**config.mk**
```make
export PLATFORM = sky130hd
export DESIGN_NAME = ram_arbiter
export DESIGN_NICKNAME = d
export VERILOG_FILES = /design/src/rtl/ram_arbiter.sv
export SDC_FILE = /design/constraint.sdc
export NUM_CORES = 1
export LEC_CHECK = 0
export ABC_AREA = 0
export ABC_CLOCK_PERIOD_IN_PS = 2400
export BUFFER_PORTS_ARGS = -buffer_cell sky130_fd_sc_hd__buf_2
export CORE_AREA = 2 2 108 110
export CTS_CLUSTER_SIZE = 10
export DETAILED_ROUTE_END_ITERATION = 6
export DIE_AREA = 0 0 110 112
export PLACE_DENSITY = 0.57
export SYNTH_ARGS = -nofsm -noshare
export SYNTH_HDL_FRONTEND = slang
export SYNTH_SLANG_ARGS = --single-unit
```
**constraint.sdc**
```tcl
create_clock -name clk -period 2.4 [get_ports clk]
set_input_delay 0.48 -clock clk [delete_from_list [all_inputs] [get_ports clk]]
set_output_delay 0.48 -clock clk [all_outputs]
set_load 0.01 [all_outputs]
```
**src/rtl/ram_arbiter.sv**
```systemverilog
// Two-port arbiter sharing a single-ported RAM between instruction fetch (I)
// and load/store (D), with round-robin ties, D-side lock and range checking.
module ram_arbiter #(
  parameter logic [31:0] BASE_ADDR = 32'h0000_1000,
  parameter logic [31:0] END_ADDR  = 32'h0000_1100
) (
  input  logic        clk,
  input  logic        rst,
  input  logic        i_req,
  input  logic [31:0] i_addr,
  output logic        i_gnt,
  output logic        i_rvalid,
  output logic [31:0] i_rdata,
  output logic        i_err,
  input  logic        d_req,
  input  logic        d_we,
  input  logic [31:0] d_addr,
  input  logic [31:0] d_wdata,
  input  logic [3:0]  d_wstrb,
  input  logic        d_lock,
  output logic        d_gnt,
  output logic        d_rvalid,
  output logic [31:0] d_rdata,
  output logic        d_err,
  output logic [31:0] ram_addr,
  output logic [31:0] ram_wdata,
  output logic        ram_re,
  output logic        ram_we,
  output logic [3:0]  ram_wstrb,
  input  logic [31:0] ram_rdata
);

  function automatic logic in_range(input logic [31:0] a);
    return (a >= BASE_ADDR) && (a < END_ADDR) && (a[1:0] == 2'b00);
  endfunction

  logic last;    // owner of the most recent grant: 0 = I, 1 = D
  logic locked;
  logic i_ok;
  logic d_ok;

  assign i_ok = in_range(i_addr);
  assign d_ok = in_range(d_addr);

  // Grant selection; a tie goes to whichever port did not win last time.
  always_comb begin
    i_gnt = 1'b0;
    d_gnt = 1'b0;
    if (!rst) begin
      if (locked) begin
        d_gnt = d_req;
      end else if (i_req && d_req) begin
        i_gnt = last;
        d_gnt = ~last;
      end else begin
        i_gnt = i_req;
        d_gnt = d_req;
      end
    end
  end

  // RAM drive for the granted, in-range request; idle bus otherwise.
  always_comb begin
    ram_addr  = 32'h0;
    ram_wdata = 32'h0;
    ram_re    = 1'b0;
    ram_we    = 1'b0;
    ram_wstrb = 4'h0;
    if (d_gnt && d_ok) begin
      ram_addr  = d_addr;
      ram_wdata = d_wdata;
      ram_wstrb = d_wstrb;
      ram_re    = ~d_we;
      ram_we    = d_we;
    end else if (i_gnt && i_ok) begin
      ram_addr = i_addr;
      ram_re   = 1'b1;
    end
  end

  // Arbitration state and one-cycle registered responses.
  always_ff @(posedge clk) begin
    if (rst) begin
      last     <= 1'b1;
      locked   <= 1'b0;
      i_rvalid <= 1'b0;
      i_rdata  <= 32'h0;
      i_err    <= 1'b0;
      d_rvalid <= 1'b0;
      d_rdata  <= 32'h0;
      d_err    <= 1'b0;
    end else begin
      i_rvalid <= i_gnt;
      i_err    <= i_gnt && !i_ok;
      i_rdata  <= (i_gnt && i_ok) ? ram_rdata : 32'h0;
      d_rvalid <= d_gnt;
      d_err    <= d_gnt && !d_ok;
      d_rdata  <= (d_gnt && d_ok && !d_we) ? ram_rdata : 32'h0;
      if (i_gnt) begin
        last <= 1'b0;
      end
      if (d_gnt) begin
        last   <= 1'b1;
        locked <= d_lock;
      end
    end
  end

endmodule

```
==> out/qor.yml <==
postCtsHoldBufs: 0
clk_path_buf_depth: 2
rsz0062_at_grt: "yes"
yosysWarnings: 0
grtUsageTotal: 0.138
clkSlewWorstSetupHoldPaths_ps: 50
dieArea_mm2: 0.0123
final_common_cell: "buf_2"
outcome: "complete, but fails checks"
crit_path_max_incr_delay_ps: 420
postRouteAntennaNets: 0
max_freq_mhz: 409
htree_levels: 3
diodes: 0
cts_num_sinks: 70
die_y_um: 112
path_class: "flop to output port"
dpl_worst_slack_ps: -49.5
maxCapViolations: 0
portBuffers: 252
multi_input_area_mm2: 0.00123
cts_buffers: 9
crit_chain: "and3b_1, or3b_4, nor3_4, buf_6, clkbuf_16, and2_4, buf_6"
path_max_fanout: 5
overflow: 0
insertion_delay_ps: 320
drtIter0Drc: 86
grtUsageMet3: 0.0504
ir_drop_mv: 0.313
use_met2: 0.246
path_delay_family: "simple AND/OR/NAND/NOR gates"
firstDrtPassIters: 4
num-fill-cells: 1124
p_sw_uw: 525
busiest_layer: "met2"
p_leak_uw: 0.00264
finalSetupViolCount: 32
io_pins: 278
final_hold_viol_count: 0
ys_seq_area_frac: 0.527
wl_per_cell_um: 13.9
power_uw: 2700
setup.worst_path.start_class: "flop"
cts_root_buf: "clkbuf_16"
p_comb_frac: 0.070
design_area_mm2: 0.00485
rows: 39
critical_path_arrival_ps: 1970
violations: "setup timing"
grt_max_degree: 33
start_util: 0.238
post-route-min-period_ps: 2450
critPathBufInv: 3
grt_antenna_before_repair: 0
final_cell_mix: "220 x buf_2, 68 x dfxtp_1, 54 x and2_1"
met1_usage: 0.148
synth_area_mm2: 0.00266
clockPowerShare: 0.495
skew_ps: 6.40
grt_pass1_vias: 2641
hp-class: "input pin to flop"
period_share: 1.02
worst_slack_ps: -46.9
crit_path_end_kind: "output port"
synthCells: 261
die_x_um: 110
ff_latch_area_mm2: 0.00140
p_seq_frac: 0.435
wirelength_um: 9460
grt_pass1_wl_um: 13000
drc: 0
dpl.hpwl_um: 7220
powerDensity_mw_per_mm2: 556
ys_types: 27
layout.nets: 672
gp_congestion: 0.853
critPathRequiredTime_ps: 1920
cts_tree: "done"
cp_common_cell: "buf_6"
area_growth_pct: 82.6
p_int_uw: 2170
place_area_mm2: 0.00406
drive_gt1_frac: 0.652
synth-seq-cells: 70
vias: 2713
cp_slowest_cell: "or3b_4"
core_mm2: 0.0112
slew_viol_final: 0
swShare: 0.195
syn_avg_cell_area_um2: 10.2
routed_via_density: 3.98
[sequential cells by signal, indices dropped and copies added (netlist names)]
signal    flops
locked        1
i_rvalid      1
d_rvalid      1
i_rdata      32
d_rdata      32
i_err         1
d_err         1
last          1
[cell families (layout without fill, tap and decap cells)]
group                  Yosys count  in the layout  share of synthesized area
DFF                             70             70                      0.527
buffers and inverters           39            292                     0.0941
AOI/OAI and AO/OA                8              8                     0.0273
other                            1             25                    0.00141
and+or+nand+nor                143            143                      0.350
[power by group through the flow]
stage	logic [uW]	clock network [uW]	registers, uW
2_1_floorplan	72.7	0	1200
3_3_place_gp	173	0	1200
3_5_place_dp	174	0	1200
4_1_cts	177	1380	1170
5_1_grt	209	1440	1170
6_report	189	1340	1170
[stage by stage]
| step | setup TNS (ps) | std cells | utilization | hold slack, ps |
|---|---|---|---|---|
| finish | -737 | 681 | 0.434 | 362 |
| global route | -3970 | 681 | 0.434 | 355 |
| CTS | -898 | 675 | 0.400 | 352 |
| detailed placement | -203 | 657 | 0.363 | 513 |
| global placement | -1410 | 657 | 0.363 | 511 |
| floorplan | 0 | 285 | - | 493 |
[worst register-to-register path, stage by stage, from the launching register on]
cell,delay [ps]
dfxtp_2,320
and3b_1,180
or3b_4,420
nor4_4,280
buf_4,330
and2_2,200
[cell usage after synthesis]
library cell,n,area share
o21bai_1,1,0.0028
nor3_2,2,0.0075
nor4_4,1,0.0080
and2_2,20,0.056
clkbuf_1,4,0.0056
nor4b_1,2,0.0066
dfxtp_1,70,0.53
and2_0,6,0.014
conb_1,1,0.0014
buf_4,26,0.073
inv_1,4,0.0056
nor2_1,7,0.0099
nand4_1,2,0.0047
a32o_1,6,0.023
nand2_1,1,0.0014
nand2b_1,1,0.0024
nor4_1,10,0.024
nand3_1,2,0.0038
and2_1,81,0.19
or2_2,2,0.0047
nor3_1,1,0.0019
and3b_1,1,0.0033
nor2b_1,2,0.0047
or3b_4,1,0.0042
a21oi_1,1,0.0019
or3_1,1,0.0024
clkbuf_2,5,0.0094
[layer usage]
| metal | up-vias | routed length, um |
|---|---|---|
| met1 | 1222 | 3360 |
| met5 | - | 0 |
| met4 | 0 | 170 |
| met2 | 151 | 5080 |
| met3 | 12 | 849 |
| li1 | 1328 | - |
[final timing paths]
path / startpoint / to / slack, ps / cells past startpoint
setup / recovery: locked$_SDFFE_PP0P_ / ram_wdata[7] / -50 / 7
hold / removal: rst / locked$_SDFFE_PP0P_ / 360 / 2
setup reg to reg: locked$_SDFFE_PP0P_ / d_rdata[17]$_SDFF_PP0_ / 610 / 5
hold reg to reg: locked$_SDFFE_PP0P_ / locked$_SDFFE_PP0P_ / 510 / 2
[timing repair]
item                       4_1_cts  5_1_grt
setup endpoints to repair       45       45
cloned                           1        4
gates resized for setup         16       67
setup buffers                    2        2
pin swaps                        3       26
[area by class of cell]
type | count | share of cell area
clock inverters | 5 | 0.0155
multi-input cells | 176 | 0.254
clock buffers | 10 | 0.0472
well taps | 143 | 0.0369
repair buffers | 273 | 0.353
flip-flops and latches | 70 | 0.289
inverters | 4 | 0.00387
Power figures use the tool's default switching activity.
